`src/rtl/decoder_scan_sequencer.sv`:
```
// decoder_scan_sequencer: round-robin scan of masked channels onto a 3-to-8 decoder with dwell and blanking gap
module decoder_scan_sequencer #(
  parameter int DWELL = 4,
  parameter int BLANK = 1
) (
  input  logic       clk,
  input  logic       rst,
  input  logic       en,
  input  logic [7:0] mask,
  output logic       A,
  output logic       B,
  output logic       C,
  output logic       G1,
  output logic       G2A,
  output logic       G2B,
  output logic [2:0] chan,
  output logic       slot_start,
  output logic       busy
);
  localparam int MX = DWELL > BLANK ? DWELL : BLANK;
  localparam int CW = $clog2(MX + 1);
  localparam logic [CW-1:0] DL = CW'(DWELL - 1);
  localparam logic [CW-1:0] BL = CW'(BLANK - 1);
  typedef enum logic [1:0] {S_IDLE, S_DRIVE, S_BLANK} state_t;
  state_t state, state_n;
  logic [CW-1:0] cnt, cnt_n;
  logic [2:0] sel, sel_n, first, nxt;
  logic start_n, step, g1_n, busy_n;
  assign {C, B, A} = sel;
  assign chan = sel;
  // register state, counter, select and all decoder-facing outputs
  always_ff @(posedge clk) begin
    if (rst) begin
      state <= S_IDLE;
      cnt <= '0;
      sel <= '0;
      slot_start <= 1'b0;
      G1 <= 1'b0;
      G2A <= 1'b1;
      G2B <= 1'b1;
      busy <= 1'b0;
    end else begin
      state <= state_n;
      cnt <= cnt_n;
      sel <= sel_n;
      slot_start <= start_n;
      G1 <= g1_n;
      G2A <= ~g1_n;
      G2B <= ~g1_n;
      busy <= busy_n;
    end
  end
  // lowest set mask bit, and first set bit above the current channel with wrap
  always_comb begin
    first = '0;
    nxt = sel;
    for (int i = 7; i >= 0; i--) if (mask[i]) first = 3'(i);
    for (int i = 7; i >= 1; i--) if (mask[3'(int'(sel) + i)]) nxt = 3'(int'(sel) + i);
  end
  // next state: dwell, optional blank, then advance; en low aborts to idle
  always_comb begin
    state_n = state;
    cnt_n = cnt;
    sel_n = sel;
    start_n = 1'b0;
    step = 1'b0;
    case (state)
      S_IDLE: if (mask != 8'h00) begin
        state_n = S_DRIVE;
        sel_n = first;
        cnt_n = '0;
        start_n = 1'b1;
      end
      S_DRIVE: if (cnt == DL) begin
        if (BLANK > 0) begin
          state_n = S_BLANK;
          cnt_n = '0;
        end else step = 1'b1;
      end else cnt_n = cnt + CW'(1);
      S_BLANK: if (cnt == BL) step = 1'b1; else cnt_n = cnt + CW'(1);
      default: state_n = S_IDLE;
    endcase
    if (step) begin
      state_n = mask == 8'h00 ? S_IDLE : S_DRIVE;
      sel_n = mask == 8'h00 ? sel : nxt;
      cnt_n = '0;
      start_n = mask != 8'h00;
    end
    if (!en) begin
      state_n = S_IDLE;
      cnt_n = '0;
      sel_n = sel;
      start_n = 1'b0;
    end
  end
  // decoder enables and busy follow the upcoming state so they register alongside it
  always_comb begin
    g1_n = state_n == S_DRIVE;
    busy_n = state_n != S_IDLE;
  end
endmodule
```
`config.mk`:
```
export PLATFORM = sky130hd
export DESIGN_NAME = decoder_scan_sequencer
export DESIGN_NICKNAME = d
export VERILOG_FILES = /design/src/rtl/decoder_scan_sequencer.sv
export SDC_FILE = /design/constraint.sdc
export NUM_CORES = 1
export LEC_CHECK = 0
export ABC_AREA = 1
export CAP_MARGIN = 10
export CORE_MARGIN = 2
export CORE_UTILIZATION = 30
export DETAILED_ROUTE_END_ITERATION = 7
export DONT_BUFFER_PORTS = 1
export HOLD_SLACK_MARGIN = 0.1
export PLACE_DENSITY_LB_ADDON = 0.25
export SYNTH_ARGS = -nofsm -noshare
export SYNTH_HDL_FRONTEND = slang
export SYNTH_SLANG_ARGS = --single-unit
```
`constraint.sdc`:
```
create_clock -name clk -period 3.3 [get_ports clk]
set_input_delay 0.495 -clock clk [delete_from_list [all_inputs] [get_ports clk]]
set_output_delay 0.495 -clock clk [all_outputs]
set_load 0.05 [all_outputs]
```
==> results.yml <==
status:
  status: "completed"
synthesis:
  ys_warn_count: 0
  synth_xor_area_share_pct: 3.03
  synth_fa_ha_area_share_pct: 7.76
  synth-seq-area-share_pct: 14.9
  synth_nets: 256
  synth-compound-area-share_pct: 11.6
  synth_top_family_by_area: "simple AND/OR/NAND/NOR gates"
  synthSimpleGateAreaFrac_pct: 48.4
  ys_ff_latch: 12
  muxShareOfSynthArea_pct: 0
  netlist_instances: 235
  avgSynthCellArea_um2: 6.86
  synthArstFlopShare_pct: 0
  syn_area_um2: 1610
  synth_edf_count: 0
  synth_ff_type: "dfxtp_1"
  ys_types: 34
floorplan:
  io_pins: 22
  fp.dieW_um: 77.3
  die_area_um2: 5970
  core_area_um2: 5140
  die_h_um: 77.3
  start_util_pct: 31.4
  placementRows: 26
sta:
  min_period_ps: 2230
  max_clock_freq_mhz: 447
  tightest_slew_ps: 935
  setup_tns_ps: 0
  slew_violations: 0
  finalSetupViolations: 0
  fin_crit_sh_pct: 67.7
  finClkSkew_ps: 0.896
  rsz0062_at_grt: "no"
  hold_viol_final: 0
  relSlewSlack_pct: 37.6
power:
  power_density_nw_per_um2: 336
  power.leakage_nw: 0.827
  max-vdd-ir-drop_mv: 0.142
clock_tree:
  post_cts_buffers: 0
  hold_buffers: 0
  cts.repair.resized: 0
  cts_htree_levels: 1
  numCtsBuffers: 3
  path_clk_slew_ps: 50
  clk_path_buf_depth: 2
  clk-insertion-delay-late_ps: 240
  cts_tree: "built"
  cts_root_buffer: "clkbuf_8"
  cts_sinks: 12
worst_setup_path:
  rrSetupSlack_ps: 1070
  r2r-end: "chan[1]$_SDFFE_PP0P_"
  critPathCaptureType: "register"
  start_kind: "register"
  critPathTopFamily: "simple AND/OR/NAND/NOR gates"
  cp.arrival_ps: 2370
  r2r_cells: 15
  critPathKind: "reg -> reg"
  critPathBufInv: 4
  critPathSlowestCell: "ha_1"
  critPathMaxStageDelay_ps: 420
  r2r-start: "chan[0]$_SDFFE_PP0P_"
  critPathLaunch: "chan[0]$_SDFFE_PP0P_"
  worst-path-max-fanout: 11
  path_cells: "buf_4 > inv_6 > ha_1 > inv_2 > nand3_2 > nand3_2 > nand2_1 > inv_2 > nand2_2 > nor2_4 > nand3_1 > nand3_1 > nor2_1 > nand2_1 > a21oi_2"
  crit_required_ps: 3430
worst_hold_path:
  min_to: "chan[1]$_SDFFE_PP0P_"
  hold_path_class: "in -> reg"
  min-delay-start: "rst"
  whs_path_depth: 1
routing:
  wl_per_cell_um: 12.0
  vias: 1413
  post_drt_via_cell_ratio: 4.62
  dr.pass1.iters: 4
  wirelength_mm: 3.66
  first_iter_violations: 75
  antenna_left: 0
  drc_errors: 0
global_route:
  grt_antenna_before_repair: 0
  grt.overflow.total: 0
  grt_max_degree: 12
  grt_pass1_wl_mm: 6.49
  grt_pass1_vias: 1398
  track_usage_pct: 13.3
final_layout:
  final_net_count: 258
  seq_area_um2: 240
  fill_cells: 600
  syn_to_final_growth_pct: 6.21
  antenna_cells: 0
  final_util_pct: 33.3
  drive_gt1_share_pct: 28.4
  multi_input_comb_area_um2: 1140
place:
  io_buffers: 0
  hpwl_mm: 3.07
  place.gp.congestion: 0.811
job:
  drv_cap: 0
==> synth_stat cells (all sizes together), types with 2 or more instances <==
cell    number  area [um2]
ha          10         125
nand2       73         359
inv         38         150
buf          8        80.1
nand4        3        18.8
a21oi       10        53.8
dfxtp       12         240
nand3       37         293
nor2        20        97.6
a31oi        5        46.3
o21ai        8        40.0
xor2         2        32.5
a211oi       2        15.0
==> cells in the final DEF (no fill, tap or decap), drive strengths merged, types with 2 or more instances in the layout <==
master | Yosys | routed
nand4 | 3 | 3
nand3 | 37 | 37
o21ai | 8 | 8
xor2 | 2 | 2
a211oi | 2 | 2
nor2 | 20 | 20
ha | 10 | 10
clkbuf | 0 | 4
a21oi | 10 | 10
buf | 8 | 5
inv | 38 | 38
a31oi | 5 | 5
nand2 | 73 | 73
dfxtp | 12 | 12
==> cell type report <==
type | count | share of cell area, %
timing repair buffer | 5 | 2.19
sequential | 12 | 14.0
clock buffer | 4 | 3.22
multi-input combinational | 177 | 66.7
tap | 70 | 5.12
inverter | 38 | 8.77
==> through the flow <==
| step | hold slack, ps | cells | instance area (um2) | setup WS, ps | total power, mW |
|---|---|---|---|---|---|
| after CTS | 309 | 306 | 1710 | 1070 | 0.580 |
| after global placement | 491 | 302 | 1660 | 1130 | 0.423 |
| after detailed placement | 487 | 302 | 1660 | 1080 | 0.420 |
| after global routing | 303 | 306 | 1710 | 880 | 0.619 |
| final | 312 | 306 | 1710 | 1070 | 0.574 |
| after floorplan | 462 | 235 | 1610 | 827 | 0.388 |
==> worst max path at each step <==
stage / end / slack (ps) / depth (start not counted)
4_1_cts: chan[1]$_SDFFE_PP0P_ / 1070 / 15
5_1_grt: chan[0]$_SDFFE_PP0P_ / 880 / 15
2_1_floorplan: chan[1]$_SDFFE_PP0P_ / 830 / 16
3_5_place_dp: chan[1]$_SDFFE_PP0P_ / 1080 / 15
3_3_place_gp: chan[0]$_SDFFE_PP0P_ / 1130 / 13
6_report: chan[1]$_SDFFE_PP0P_ / 1070 / 15
==> cell families (layout without fill, tap and decap cells) <==
family | after synthesis | in the layout
XOR/XNOR | 3 | 3
buffers and inverters | 46 | 47
adder cells (fa/ha/maj) | 10 | 10
flip-flops | 12 | 12
AO/OA/AOI/OAI | 29 | 29
AND/OR/NAND/NOR | 135 | 135
==> report_power, final <==
group | internal, mW | total [mW] | switching (mW)
sequential | 0.151 | 0.169 | 0.0182
combinational | 0.0777 | 0.248 | 0.170
clock | 0.105 | 0.157 | 0.0522
==> metal layers <==
layer	vias up	wire length (um)	track usage (%)
met1	634	1730	17.0
met3	2	117	3.06
met2	18	1800	23.4
met4	0	9	1.61
met5	-	0	0
li1	759	-	-
==> sequential cells by signal (all words and copies together), names as in the netlist <==
signal / cells
chan: 3
cnt: 3
state: 2
G1: 1
G2B: 1
busy: 1
slot_start: 1
Power figures use the tool's default switching activity.
